$ cat config.mk
export PLATFORM = sky130hd
export DESIGN_NAME = mem_arbiter
export DESIGN_NICKNAME = d
export VERILOG_FILES = /design/src/rtl/mem_arbiter_pkg.sv /design/src/rtl/mem_arbiter_rr.sv /design/src/rtl/mem_arbiter.sv
export SDC_FILE = /design/constraint.sdc
export NUM_CORES = 1
export LEC_CHECK = 0
export CAP_MARGIN = 10
export CORE_MARGIN = 4
export CORE_UTILIZATION = 44
export DETAILED_ROUTE_END_ITERATION = 8
export GPL_ROUTABILITY_DRIVEN = 0
export PLACE_DENSITY = 0.9
export SYNTH_ARGS = -nofsm -noshare
export SYNTH_HDL_FRONTEND = slang
export SYNTH_SLANG_ARGS = --single-unit
$ cat constraint.sdc
create_clock -name clk -period 4.29 [get_ports clk]
set_input_delay 0.858 -clock clk [delete_from_list [all_inputs] [get_ports clk]]
set_output_delay 0.858 -clock clk [all_outputs]
set_load 0.01 [all_outputs]
$ cat src/rtl/mem_arbiter_pkg.sv
// Shared definitions for the two-port memory arbiter.
// Latency: none (types and constants only).
// Backpressure: not applicable.
package mem_arbiter_pkg;

  // FSM encoding; the numeric values are visible on debug probes.
  typedef enum logic [1:0] {
    IDLE   = 2'd0,
    ACCESS = 2'd1,
    DONE   = 2'd2
  } state_e;

  // Requester port indices as seen by the round-robin pointer.
  localparam logic PORT_IF = 1'b0;
  localparam logic PORT_D  = 1'b1;

  // Default minimum hold of a memory command before mem_ready is honoured.
  localparam int MIN_WAIT_DEFAULT = 2;

  // Wait counter width; covers MIN_WAIT values 0..15.
  localparam int CNT_W = 4;

endpackage

$ cat src/rtl/mem_arbiter_rr.sv
// Two-way round-robin grant selection.
// Latency: combinational.
// Backpressure: none; the caller decides when the grant is consumed.
module rr_arbiter2
  import mem_arbiter_pkg::*;
(
  input  logic [1:0] req,
  input  logic       last,
  output logic       grant
);

  // On contention the port not granted last wins; a lone request wins outright.
  always_comb begin
    grant = PORT_IF;
    if (req == 2'b11) begin
      grant = ~last;
    end else if (req[PORT_D]) begin
      grant = PORT_D;
    end
  end

endmodule

$ cat src/rtl/mem_arbiter.sv
// Arbitrates a fetch port and a data port onto one shared data memory.
// Latency: req-to-ack MIN_WAIT+2 cycles with mem_ready high; one access per MIN_WAIT+3 cycles.
// Backpressure: mem_ready low stalls ACCESS indefinitely; requesters hold req until ack.
module mem_arbiter
  import mem_arbiter_pkg::*;
#(
  parameter int DATA_W   = 32,
  parameter int ADDR_W   = 32,
  parameter int MIN_WAIT = MIN_WAIT_DEFAULT
) (
  input  logic              clk,
  input  logic              rst,
  input  logic              if_req,
  input  logic [ADDR_W-1:0] if_addr,
  output logic [DATA_W-1:0] if_rdata,
  output logic              if_ack,
  input  logic              d_req,
  input  logic              d_we,
  input  logic [ADDR_W-1:0] d_addr,
  input  logic [DATA_W-1:0] d_wdata,
  output logic [DATA_W-1:0] d_rdata,
  output logic              d_ack,
  output logic              mem_read,
  output logic              mem_write,
  output logic [ADDR_W-1:0] mem_address,
  output logic [DATA_W-1:0] mem_write_data,
  input  logic [DATA_W-1:0] mem_read_data,
  input  logic              mem_ready,
  output logic              busy
);

  localparam logic [CNT_W-1:0] WAIT_INIT = CNT_W'(MIN_WAIT);

  state_e              state_q, state_d;
  logic [ADDR_W-1:0]   addr_q, addr_d;
  logic [DATA_W-1:0]   wdata_q, wdata_d;
  logic [DATA_W-1:0]   if_rdata_q, if_rdata_d;
  logic [DATA_W-1:0]   d_rdata_q, d_rdata_d;
  logic                we_q, we_d;
  logic                last_q, last_d;   // last granted port, also the current owner
  logic [CNT_W-1:0]    cnt_q, cnt_d;
  logic                grant;

  rr_arbiter2 u_rr (
    .req   ({d_req, if_req}),
    .last  (last_q),
    .grant (grant)
  );

  // State register; reset abandons any in-flight access so no ack can follow.
  always_ff @(posedge clk or negedge rst) begin
    if (!rst) begin
      state_q <= IDLE;
    end else begin
      state_q <= state_d;
    end
  end

  // Latched command, wait counter, grant pointer and per-port read data.
  always_ff @(posedge clk or negedge rst) begin
    if (!rst) begin
      addr_q     <= '0;
      wdata_q    <= '0;
      we_q       <= 1'b0;
      last_q     <= PORT_IF;
      cnt_q      <= '0;
      if_rdata_q <= '0;
      d_rdata_q  <= '0;
    end else begin
      addr_q     <= addr_d;
      wdata_q    <= wdata_d;
      we_q       <= we_d;
      last_q     <= last_d;
      cnt_q      <= cnt_d;
      if_rdata_q <= if_rdata_d;
      d_rdata_q  <= d_rdata_d;
    end
  end

  // Next state: grant and latch in IDLE, count down then wait for mem_ready in ACCESS.
  always_comb begin
    state_d    = state_q;
    addr_d     = addr_q;
    wdata_d    = wdata_q;
    we_d       = we_q;
    last_d     = last_q;
    cnt_d      = cnt_q;
    if_rdata_d = if_rdata_q;
    d_rdata_d  = d_rdata_q;
    case (state_q)
      IDLE: begin
        if (if_req || d_req) begin
          state_d = ACCESS;
          last_d  = grant;
          cnt_d   = WAIT_INIT;
          if (grant == PORT_D) begin
            addr_d  = d_addr;
            wdata_d = d_wdata;
            we_d    = d_we;
          end else begin
            // The fetch port is read-only.
            addr_d  = if_addr;
            wdata_d = '0;
            we_d    = 1'b0;
          end
        end
      end
      ACCESS: begin
        if (cnt_q != '0) begin
          cnt_d = cnt_q - CNT_W'(1);
        end else if (mem_ready) begin
          state_d = DONE;
          // Writes leave the read-data registers untouched.
          if (!we_q) begin
            if (last_q == PORT_D) begin
              d_rdata_d = mem_read_data;
            end else begin
              if_rdata_d = mem_read_data;
            end
          end
        end
      end
      DONE: begin
        state_d = IDLE;
      end
      default: begin
        state_d = IDLE;
      end
    endcase
  end

  // The memory command is driven only from the latched registers.
  assign mem_read       = (state_q == ACCESS) && !we_q;
  assign mem_write      = (state_q == ACCESS) && we_q;
  assign mem_address    = addr_q;
  assign mem_write_data = wdata_q;
  assign if_ack         = (state_q == DONE) && (last_q == PORT_IF);
  assign d_ack          = (state_q == DONE) && (last_q == PORT_D);
  assign if_rdata       = if_rdata_q;
  assign d_rdata        = d_rdata_q;
  assign busy           = (state_q != IDLE);

endmodule

Word-level counts from Yosys, hierarchy flattened
Cells that the tools add are included.
Widths: inputs -> output; s select.
{"block": "word_totals", "register_bits": 136, "input_bits": 134, "output_inout_bits": 133}
{"block": "classes", "n_addsub": 1, "eq_ne": 7, "n_mux": 12, "bitwise_logic": 3, "n_reduce_logical": 15}
{"operator": "$mux 32", "count": 2}
{"operator": "$reduce_and 5->1", "count": 2}
{"operator": "$mux 4", "count": 2}
{"operator": "$ne 2x2->1 const B", "count": 4}
{"operator": "$pmux 4 s2", "count": 1}
{"operator": "$mux 2", "count": 3}
{"operator": "$reduce_and 3->1", "count": 2}
{"operator": "$eq 2x2->1 const B", "count": 2}
{"operator": "$logic_and 1x1->1", "count": 4}
{"operator": "$pmux 2 s2", "count": 1}
{"operator": "$reduce_bool 2->1", "count": 2}
{"operator": "$reduce_bool 4->1", "count": 1}
{"operator": "$sub 4x1->4 const B", "count": 1}
{"operator": "$mux 1", "count": 3}
{"operator": "$not 1->1", "count": 3}
{"operator": "$eq 2x1->1 const B", "count": 1}
{"operator": "$logic_not 2->1", "count": 1}
{"operator": "$reduce_and 2->1", "count": 1}
{"operator": "$logic_not 1->1", "count": 1}
{"operator": "$logic_or 1x1->1", "count": 1}

Longest topological paths before layout
{"block": "depth", "word_depth": 3, "ltp_mapped": 7}

By module
From an unflattened synthesis, not the netlist that was laid out.
{"block": "hier_totals", "cells_unflattened": 434, "hier_area_um2": 5994.5}
{"mod": "mem_arbiter", "n_inst": 1, "cells_each": 433, "area_per_inst_um2": 5983.2, "seq_area_each_um2": 3403.3}
{"mod": "rr_arbiter2", "n_inst": 1, "cells_each": 1, "area_per_inst_um2": 11.3, "seq_area_each_um2": 0.0}

Worst setup path before layout
OpenSTA, ideal clock, no wires.
{"block": "synth_path", "path_type": "input port to flip-flop", "startpoint": "input port mem_ready", "endpoint": "register if_rdata_q[10], in the netlist if_rdata[10]", "setup_time_ns": 0.125, "arrival_time_ns": 1.956, "required_ns": 4.165, "setup_slack_ns": 2.209, "cell_stages": 5, "n_path_buf": 2, "path_cell_list": "nand4bb_1 -> or4_4 -> buf_6 -> buf_12 -> mux2_4"}
{"block": "synth_via", "elab_chain_len": 1}
{"element": "from (decl)", "line_no": "mem_arbiter.sv:28", "text": "input logic mem_ready,"}
{"element": "$reduce_and 5->1 (no source line)"}
{"element": "to (signal assigned)", "line_no": "mem_arbiter.sv:75", "text": "if_rdata_q <= if_rdata_d;"}
{"element": "to (decl)", "line_no": "mem_arbiter.sv:37", "text": "logic [DATA_W-1:0] if_rdata_q, if_rdata_d;"}
Every way passes these cells.
A chain may end at the register's enable or synchronous reset.

Worst setup path in the final report
{"block": "layout_path", "startpoint": "input port if_req", "endpoint": "register wdata_q[12], in the netlist mem_write_data[12]"}
{"block": "layout_via", "elab_chain_len": 3, "elab_cells_between_ends": 5, "classes_between": "eq/ne: 1; mux: 2; reduce/logical: 2"}
{"element": "from (decl)", "line_no": "mem_arbiter.sv:13", "text": "input logic if_req,"}
{"element": "$eq 2x2->1", "line_no": "mem_arbiter_rr.sv:15", "text": "if (req == 2'b11) begin"}
{"element": "$mux 1", "line_no": "mem_arbiter_rr.sv:15"}
{"element": "$mux 32", "line_no": "mem_arbiter.sv:96", "text": "if (grant == PORT_D) begin"}
{"element": "to (signal assigned)", "line_no": "mem_arbiter.sv:71", "text": "wdata_q <= wdata_d;"}
{"element": "to (decl)", "line_no": "mem_arbiter.sv:36", "text": "logic [DATA_W-1:0] wdata_q, wdata_d;"}
Parallel ways exist; a longest one is shown, timed or not.

==> run_results.csv <==
group,metric,value,unit
logic_synthesis,synthDistinctLibCells,43,
pwr,p_switching,1992,µW
floorplan,die_area,14660,µm²
status,status,"complete, no violations",
setup_path,crit_type,"in2reg",
logic_synthesis,postSynthRegisterBits,136,
clock_tree,postCtsResizedCells,0,
logic_synthesis,syn_nets,572,
setup_path,timing.critical_path.slowest_stage_cell,"nand2_1",
run,maxCapViolations,0,
grt,grt_util_all_layers,22.80,%
sta,post-route-min-period,3.101,ns
cells_and_area,area_growth_syn_to_layout,59.60,%
grt,antenna_found_initial,0,
sta,skew,0.008645,ns
cells_and_area,finish.utilization,71.47,%
sta,unrepaired_setup_endpoints_after_global_routing,"false",
grt,grt_remaining_overflow,0,
floorplan,floorplan.initialDensity,44.78,%
setup_path,signal_arrival_time_at_the_worst_endpoint,3.38,ns
route,ant_nets,0,
cells_and_area,final_cell_count_no_fill,877,
setup_path,setup.worst_path.end_class,"flop",
setup_path,cp-start-kind,"primary input",
cells_and_area,fillCellCount,849,
setup_path,crit_path_max_incr_delay,0.84,ns
clock_tree,ctsLongestPathBuffers,2,
clock_tree,numCtsBuffers,17,
route,routed-via-count,4606,
pwr,power.density_cell_area,719.8,nW/µm²
placement,final_hpwl_dp,11.98,mm
clock_tree,cts-hold-fix-buffers,0,
sta,worstMarginPinSlew,1.241,ns
floorplan,die_w,121.1,µm
grt,first_global_vias,4925,
route,drt_first_pass_iters,5,
pwr,power.leakage,0.003997,µW
floorplan,core,12570,µm²
placement,placed_cells_incl_taps,846,
placement,io_buffers,266,
logic_synthesis,yosys_warnings,0,
min_path,hold_path_class,"reg2reg",
cells_and_area,n_antenna_cell,0,
cells_and_area,nNetsFinal,829,
sta,slew_margin_rel,17.28,%
floorplan,boundaryPins,267,
pwr,fraction_of_power_consumed_by_sequential_logic,34.4,%
clock_tree,cts.reportedPaths.clkPinSlew,0.06,ns
logic_synthesis,synth.yosys.seq_area_share,60.47,%
clock_tree,h_tree_lvl_count,4,
route,drt_iter0_markers,285,
setup_path,critPathRequiredTime,4.57,ns
pwr,cell_internal_pwr,4474,µW
logic_synthesis,syn-mean-instance-area,12.91,µm²
pwr,share_clk_of_total_power,23.8,%
sta,finalSetupViolCount,0,
grt,pin_count_of_the_biggest_net_entering_global_routing,105,
pwr,switching_share,30.80,%
sta,setup_tns,0,ns
route,via_per_inst,5.252,
clock_tree,cts_num_sinks,136,
clock_tree,tritoncts,"yes",
route,wl_per_cell,19.03,µm
setup_path,cp_cell_sequence,"clkdlybuf4s50_1, or2_2, nand2_1, a22o_1",
logic_synthesis,synth_area,5628,µm²
floorplan,num_rows,41,
sta,min_period_over_period,72.29,%
sta,clock.fmax,0.3224,GHz
sta,slew_viol_final,0,
clock_tree,clock_insertion_delay_worst_skew,0.40,ns
clock_tree,clockRootBuffer,"clkbuf_16",
setup_path,peak_fanout_along_the_critical_path,35,
floorplan,die_h,121.1,µm
route,drcViolationCount,0,
clock_tree,postCtsSetupBuffers,0,
route,finalWirelength,16.69,mm
logic_synthesis,syn_inst,436,
cells_and_area,post_route_cells_drive_above_1_share,15.74,%
pwr,combPwrFrac,41.8,%
grt,first_pass_grt_wire_length,25.97,mm
pwr,worst_ir_drop_vdd,0.3948,mV
sta,report.final.hold_viol_count,0,
## worst paths after layout
kind / from / end / slack [ns] / cells past startpoint
setup / recovery: if_req / mem_write_data[12] / 1.19 / 4
hold / removal: d_rdata[30] / d_rdata[30] / 0.50 / 1
setup reg to reg: state_q[0] / mem_write_data[12] / 1.84 / 4
hold reg to reg: d_rdata[30] / d_rdata[30] / 0.50 / 1
max in group asynchronous: rst / mem_write_data[31] / 2.71 / 2
min in group asynchronous: rst / if_rdata[25] / 0.57 / 1
## state kept, by name, indices dropped and copies added (netlist names)
register,cells
mem_write_data,32
last_q,1
d_rdata,32
if_rdata,32
we_q,1
mem_address,32
cnt_q,4
state_q,2
## cell usage in the layout (no fill, tap or decap), types with 4 or more instances in the layout
cell type        count
mux2_2              34
mux2_4              30
bufinv_16            4
buf_4                5
clkbuf_16           17
a31oi_1             32
nand2_1             65
dfrtp_1            136
a21oi_1             32
a22o_1              33
inv_1                4
clkdlybuf4s50_1    265
## power groups by stage
stage,registers (µW),logic (µW),clock network [µW]
3_3_place_gp,2200,2620,0
5_1_grt,2290,2880,1620
4_1_cts,2220,2730,1570
6_report,2230,2700,1540
3_5_place_dp,2220,2710,0
2_1_floorplan,2410,993,0
## cell usage after synthesis
library cell / count / area, µm²
or3b_2: 1 / 8.760
nor2_2: 1 / 6.260
o21ai_0: 2 / 10.01
a211o_1: 1 / 8.760
and3b_2: 1 / 10.01
nor4b_1: 1 / 8.760
or3_1: 1 / 6.260
a22o_1: 33 / 289.0
nand3_1: 2 / 10.01
ha_1: 2 / 25.02
mux2_4: 30 / 450.4
and2_0: 1 / 6.260
nor2b_1: 1 / 6.260
a31oi_1: 32 / 200.2
a311oi_1: 1 / 8.760
or2_2: 2 / 12.51
buf_12: 3 / 60.06
buf_2: 5 / 25.02
and2b_2: 1 / 8.760
a21oi_1: 32 / 160.2
buf_4: 2 / 15.01
nor3_1: 1 / 5.000
nand2_1: 65 / 244.0
a21o_1: 1 / 7.510
nand4bb_1: 1 / 11.26
mux2_2: 34 / 382.9
a221o_1: 1 / 10.01
nand2b_4: 1 / 13.76
nor2_1: 2 / 7.510
nand4b_1: 1 / 8.760
o21a_1: 1 / 7.510
and4bb_2: 1 / 12.51
and2_1: 2 / 12.51
clkbuf_1: 22 / 82.58
nor3b_1: 2 / 15.01
inv_1: 4 / 15.01
or4_4: 1 / 11.26
nor4_1: 1 / 6.260
a21boi_1: 1 / 7.510
and3_1: 1 / 6.260
a21bo_2: 1 / 10.01
dfrtp_1: 136 / 3403
buf_6: 1 / 11.26
## layer usage
layer	wire length, µm	GRT usage, %	vias to the layer above
met1	6525	26.94	2277
li1	-	-	2077
met2	8503	39.70	228
met5	0	0	-
met3	1350	6.993	24
met4	308	7.295	0
## critical path: cells and delay by family
family	cells	cell delay, ns
buffers and inverters	1	0.56
AND/OR/NAND/NOR	2	1.44
AO/OA/AOI/OAI	1	0.50
## per-stage QoR
step                      total power, µW  hold WS [ns]  area, µm²  worst slack, ns
after floorplan                      3401        0.4797       5628            2.209
after global routing                 6798        0.5110       8982            1.072
after detailed placement             4937        0.4905       8354           0.7830
final                                6465        0.5006       8982            1.189
after global placement               4812        0.4862       8354           0.9795
after CTS                            6521        0.5038       8982            1.201
## cells by family after synthesis
logic type,share of synthesized area [%]
mux,14.81
fa+ha+maj,0.4446
buf+inv,3.713
compound gates,12.78
flops,60.47
simple gates,7.781
## layout make-up
class	instances	area, µm²	share of cell area, %
flip-flops and latches	136	3403	37.89
repair buffers	271	2701	30.07
multi-input cells	263	2019	22.48
clock buffers	20	456.7	5.084
well taps	172	215.2	2.396
clock inverters	11	171.4	1.908
inverters	4	15.01	0.1672
No activity file was read; power rests on OpenSTA's default activity.
==> RTL change 1, RTL diff (same flow settings) <==
Encoding of `state_e`: now one-hot (3 bits for 3 states).
--- a/src/rtl/mem_arbiter_pkg.sv
+++ b/src/rtl/mem_arbiter_pkg.sv
@@ -5,8 +5,8 @@
 
   // FSM encoding; the numeric values are visible on debug probes.
-  typedef enum logic [1:0] {
-    IDLE   = 2'd0,
-    ACCESS = 2'd1,
-    DONE   = 2'd2
+  typedef enum logic [2:0] {
+    IDLE   = 3'b001,
+    ACCESS = 3'b010,
+    DONE   = 3'b100
   } state_e;
 
Behaviour: same outputs for any inputs over 4 cycles, from zero or initial values and one cycle with rst low; so few cycles prove little.
==> RTL change 1 against the unedited design <==
- final cell count stayed put
- first-iteration DRC count is 17% lower
- largest cell class unchanged
- clock skew about the same
- final area grew 2.7%
- synthesized cell count shrank 0.69%
- sequential cell count rose by 1
- combinational power is 13% lower
- highest routed layer unchanged
- hold slack better by 0.0022 ns
- critical path depth decreased by 2
- synthesized area increased by 4.1%
- wire length shrank 0.12%
- setup slack got worse by 0.091 ns
- power is 9.4% lower
==> RTL change 1: results (changes against the unedited design) <==
The global-route met3 utilization came out at 8.326% (was 6.993%). The met1 track demand over resource in global routing is 22.84% (was 26.94%). The leakage power of the design is 3.963 nW (was 3.997 nW). The antenna cell count came out at 0 (unchanged).

The DRC violation total after the first TritonRoute iteration came out at 236 (was 285). The power density normalized to cell area is 634.7 mW/mm^2 (was 719.8 mW/mm^2). The global-route usage over all layers came out at 22.04% (was 22.80%). The critical path launch point is state_q[0] (was if_req). The endpoint of the worst register-to-register path is mem_address[24] (was mem_write_data[12]). The number of flops mapped to enable cells by yosys is 0 (unchanged). The share of post-route cells with drive strength above 1 is 24.26% (was 15.74%). The detailed-routing wirelength on met1 came out at 5970 microns (was 6525 microns). The routed length on met3 is 1592 microns (was 1350 microns).

The cell count of the worst reg-to-reg path is 3 (was 4). The HPWL reported at the end of detailed placement is 12,180 microns (was 11,980 microns). The first-pass GRT wire length is 25,620 microns (was 25,970 microns). The setup slack after layout is 1.098 ns (was 1.189 ns). The slack of the worst reg-to-reg path came out at 1.49 ns (was 1.84 ns). The vias after detailed routing came out at 4,606 (unchanged). The synthesized net count was 569 (was 572). The maximum vdd ir drop is 0.3786 mV (was 0.3948 mV). The maximum number of pins on one net before global-route repair is 79 (was 105). Result of the run: finished clean (unchanged). The fraction of power spent switching nets came out at 30.42% (was 30.80%). The final-layout fill cell count is 860 (was 849).

The highest routed metal layer is met4 (unchanged). The routed length on met2 is 8661 microns (was 8503 microns). The via count of the first global-routing pass is 5,092 (was 4,925). Top post-synthesis cells by count: 136 x sky130_fd_sc_hd__dfrtp_1, 128 x sky130_fd_sc_hd__mux2_2, 34 x sky130_fd_sc_hd__o21ai_0, 34 x sky130_fd_sc_hd__o31ai_1, 33 x sky130_fd_sc_hd__nand2_1 (was 136 x sky130_fd_sc_hd__dfrtp_1, 65 x sky130_fd_sc_hd__nand2_1, 34 x sky130_fd_sc_hd__mux2_2, 33 x sky130_fd_sc_hd__a22o_1). The detailed-route wire length per cell is 19.00 microns (was 19.03 microns). The number of unique standard cell types used by synthesis came to 32 (was 43). The global routing usage on met2 came out at 39.31% (was 39.70%). The normalized max-slew margin was 25.80% (was 17.28%). The sequential cell area fraction in the yosys report is 58.54% (was 60.47%). Cell types occupying the most area after synthesis: sky130_fd_sc_hd__dfrtp_1 58%, sky130_fd_sc_hd__mux2_2 25%, sky130_fd_sc_hd__o31ai_1 4.4%, sky130_fd_sc_hd__o21ai_0 2.9%, sky130_fd_sc_hd__nand2_1 2.1% (was sky130_fd_sc_hd__dfrtp_1 60%, sky130_fd_sc_hd__mux2_4 8.0%, sky130_fd_sc_hd__mux2_2 6.8%, sky130_fd_sc_hd__a22o_1 5.1%, sky130_fd_sc_hd__nand2_1 4.3%). The timing endpoint of the critical path is busy (was mem_write_data[12]).

The path type of the worst min-delay path is reg2reg (unchanged). The placed standard-cell area came out at 0.008651 sq mm (was 0.008354 sq mm). The arrival time reported for the critical path endpoint is 2.33 ns (was 3.38 ns).

The worst setup skew after layout is 0.008416 ns (was 0.008645 ns).
-- RTL change 1: changes by cell type in the layout (fill, tap and decap cells not counted), moves of 3 or more --
cell                       unedited run  this run
sky130_fd_sc_hd__mux2_2              34       128
sky130_fd_sc_hd__o31ai_1              0        34
sky130_fd_sc_hd__a22o_1              33         0
sky130_fd_sc_hd__nand2_1             65        33
sky130_fd_sc_hd__o21ai_0              2        34
sky130_fd_sc_hd__a21oi_1             32         2
sky130_fd_sc_hd__a31oi_1             32         2
sky130_fd_sc_hd__mux2_4              30         0
sky130_fd_sc_hd__clkbuf_1             1         4
sky130_fd_sc_hd__clkinv_2             2         5
-- RTL change 1: cell type report --
cell class	instances	area share (%)
Clock inverter	9	1.342
Timing Repair Buffer	273	29.53
Multi-Input combinational cell	261	24.59
Sequential cell	137	37.16
Clock buffer	22	4.921
Inverter	3	0.1220
Tap cell	172	2.332
-- RTL change 1: how the worst min path moves through the flow --
| stage | startpoint | end | slack [ns] | depth (start not counted) |
|---|---|---|---|---|
| CTS | d_rdata[19] | d_rdata[19] | 0.50 | 1 |
| floorplan | cnt_q[0] | cnt_q[0] | 0.48 | 1 |
| global route | mem_address[3] | mem_address[3] | 0.52 | 1 |
| detailed placement | d_rdata[19] | d_rdata[19] | 0.49 | 1 |
| global placement | if_rdata[6] | if_rdata[6] | 0.47 | 1 |
| finish | d_rdata[19] | d_rdata[19] | 0.50 | 1 |
-- RTL change 1: power groups by stage --
stage	combinational [mW]	sequential [mW]	clock (mW)
floorplan	0.855	2.26	0
global placement	2.28	2.06	0
detailed placement	2.35	2.09	0
CTS	2.37	2.09	1.46
global route	2.51	2.14	1.53
finish	2.34	2.09	1.43
-- RTL change 1: cell families (layout without fill, tap and decap cells) --
| family | Yosys count | after routing | share of synthesized area, % |
|---|---|---|---|
| and+or+nand+nor | 52 | 52 | 4.656 |
| buffers and inverters | 35 | 307 | 3.118 |
| adders and majority gates | 2 | 2 | 0.4271 |
| muxes | 129 | 129 | 24.80 |
| DFF | 137 | 137 | 58.54 |
| AOI/OAI and AO/OA | 78 | 78 | 8.458 |
-- RTL change 1: critical path: stages (launching register included) --
cell	delay (ns)
sky130_fd_sc_hd__dfstp_2	0.58
sky130_fd_sc_hd__or3b_2	0.76
sky130_fd_sc_hd__clkdlybuf4s50_1	0.58
-- RTL change 1: per-stage QoR --
step	instances	total power [mW]
floorplan	433	3.114
global placement	846	4.338
detailed placement	846	4.448
CTS	877	5.921
global route	877	6.180
finish	877	5.857
==> RTL change 2, RTL diff (same flow settings) <==
Without the edit above. Set the parameter `DATA_W` to 64 (it was 32).
--- a/src/rtl/mem_arbiter.sv
+++ b/src/rtl/mem_arbiter.sv
@@ -5,5 +5,5 @@
   import mem_arbiter_pkg::*;
 #(
-  parameter int DATA_W   = 32,
+  parameter int DATA_W   = 64,
   parameter int ADDR_W   = 32,
   parameter int MIN_WAIT = MIN_WAIT_DEFAULT
Ports: changed (5 resized); port bits go from 267 to 427. The function was not compared with the original's and may differ.
==> RTL change 2 against the unedited design <==
- wire length increased by 78%
- setup slack got worse by 0.042 ns
- final area increased by 60%
- maximum frequency decreased by 1.3%
- core utilization increased by 1.3 points
- power increased by 69%
- sequential cell count increased by 96
- synthesized area increased by 60%
==> RTL change 2: results (changes against the unedited design) <==
The first-pass GRT wire length is 44,420 microns (was 25,970 microns). Top post-synthesis cells by count: 232 x sky130_fd_sc_hd__dfrtp_1, 118 x sky130_fd_sc_hd__mux2_2, 66 x sky130_fd_sc_hd__a22o_1, 65 x sky130_fd_sc_hd__nand2_1 (was 136 x sky130_fd_sc_hd__dfrtp_1, 65 x sky130_fd_sc_hd__nand2_1, 34 x sky130_fd_sc_hd__mux2_2, 33 x sky130_fd_sc_hd__a22o_1). The via count of the first global-routing pass came out at 7,735 (was 4,925).

The pre-CTS worst setup slack came out at 1.386 ns (was 0.7830 ns). The post-synthesis sequential element count is 232 (was 136). The clock network area share is 6.405% (was 6.993%). The worst-margin pin slew is 0.8863 ns (was 1.241 ns). The count of clock-net buffers in the final layout came out at 31 (was 20). The data-path buffer share of cell area in the final layout came out at 30.40% (was 30.07%). The area used by multi-input combinational logic came out at 0.002934 sq mm (was 0.002019 sq mm). The path type of the worst min-delay path is in2async (was reg2reg). The global-route usage over all layers is 25.34% (was 22.80%).

Result of the run: finished clean (unchanged). The cell family with the largest share of critical-path delay is flip-flops (was simple AND/OR/NAND/NOR gates). The number of multi-input combinational cells in the layout came out at 359 (was 263). The number of nets in the layout is 1,259 (was 829).

The number of antenna violations at the first check in global routing is 4 (was 0). The overall power of the completed layout was 10.93 mW (was 6.465 mW). The placed standard-cell area came out at 0.01346 sq mm (was 0.008354 sq mm). The number of buffers other than clock buffers in the final layout came out at 437 (was 271). The vias after detailed routing came out at 7,103 (was 4,606). The cell count after synthesis came to 642 (was 436).

The complex-gate fraction of the synthesized area is 11.20% (was 12.78%). The post-synthesis adder-cell area fraction is 0.2787% (was 0.4446%). The number of CTS-inserted buffers came out at 25 (was 17).

The maximum clock insertion buffer count is 3 (was 2). The number of unique standard cell types used by synthesis was 38 (was 43). The maximum level of the CTS H-tree came out at 1 (was 4). The worst setup skew after layout is 0.02798 ns (was 0.008645 ns). The number of tap cells inserted came out at 265 (was 172). The antenna cell count is 5 (was 0). The share of post-route cells with drive strength above 1 came out at 17.27% (was 15.74%).

The slack of the worst reg-to-reg path came out at 1.80 ns (was 1.84 ns). The worst-skew pair later-pin latency came out at 0.54 ns (was 0.40 ns). The leakage power of the design is 6.219 nW (was 3.997 nW). The sequential cell area fraction in the yosys report is 64.66% (was 60.47%).
RTL change 2: cell types whose count changed after synthesis, sizes merged, moves of 14 or more:
cell and change:
a22o +33, dfrtp +96, buf +14, mux2 +64
RTL change 2: cells by family after synthesis:
group                    Yosys count
flip-flops                       232
AO/OA/AOI/OAI                    139
multiplexers                     128
AND/OR/NAND/NOR                   90
buffers and inverters             51
adder cells (fa/ha/maj)            2
RTL change 2: worst max path at each step:
stage                          to  slack (ns)       start  cells after the start
3_3_place_gp   mem_write_data[59]        1.43      if_req                      5
3_5_place_dp           d_rdata[7]        1.39   mem_ready                      5
4_1_cts                  mem_read        1.10  state_q[0]                      2
5_1_grt                      busy        1.04  state_q[0]                      3
2_1_floorplan         if_rdata[3]        2.10   mem_ready                      4
6_report                 mem_read        1.15  state_q[0]                      2
RTL change 2: per-layer routing:
layer	wire (microns)	track usage, %
met1	10100	26.95
met2	15650	46.68
met3	2778	7.720
met4	1241	10.11
met5	0	0
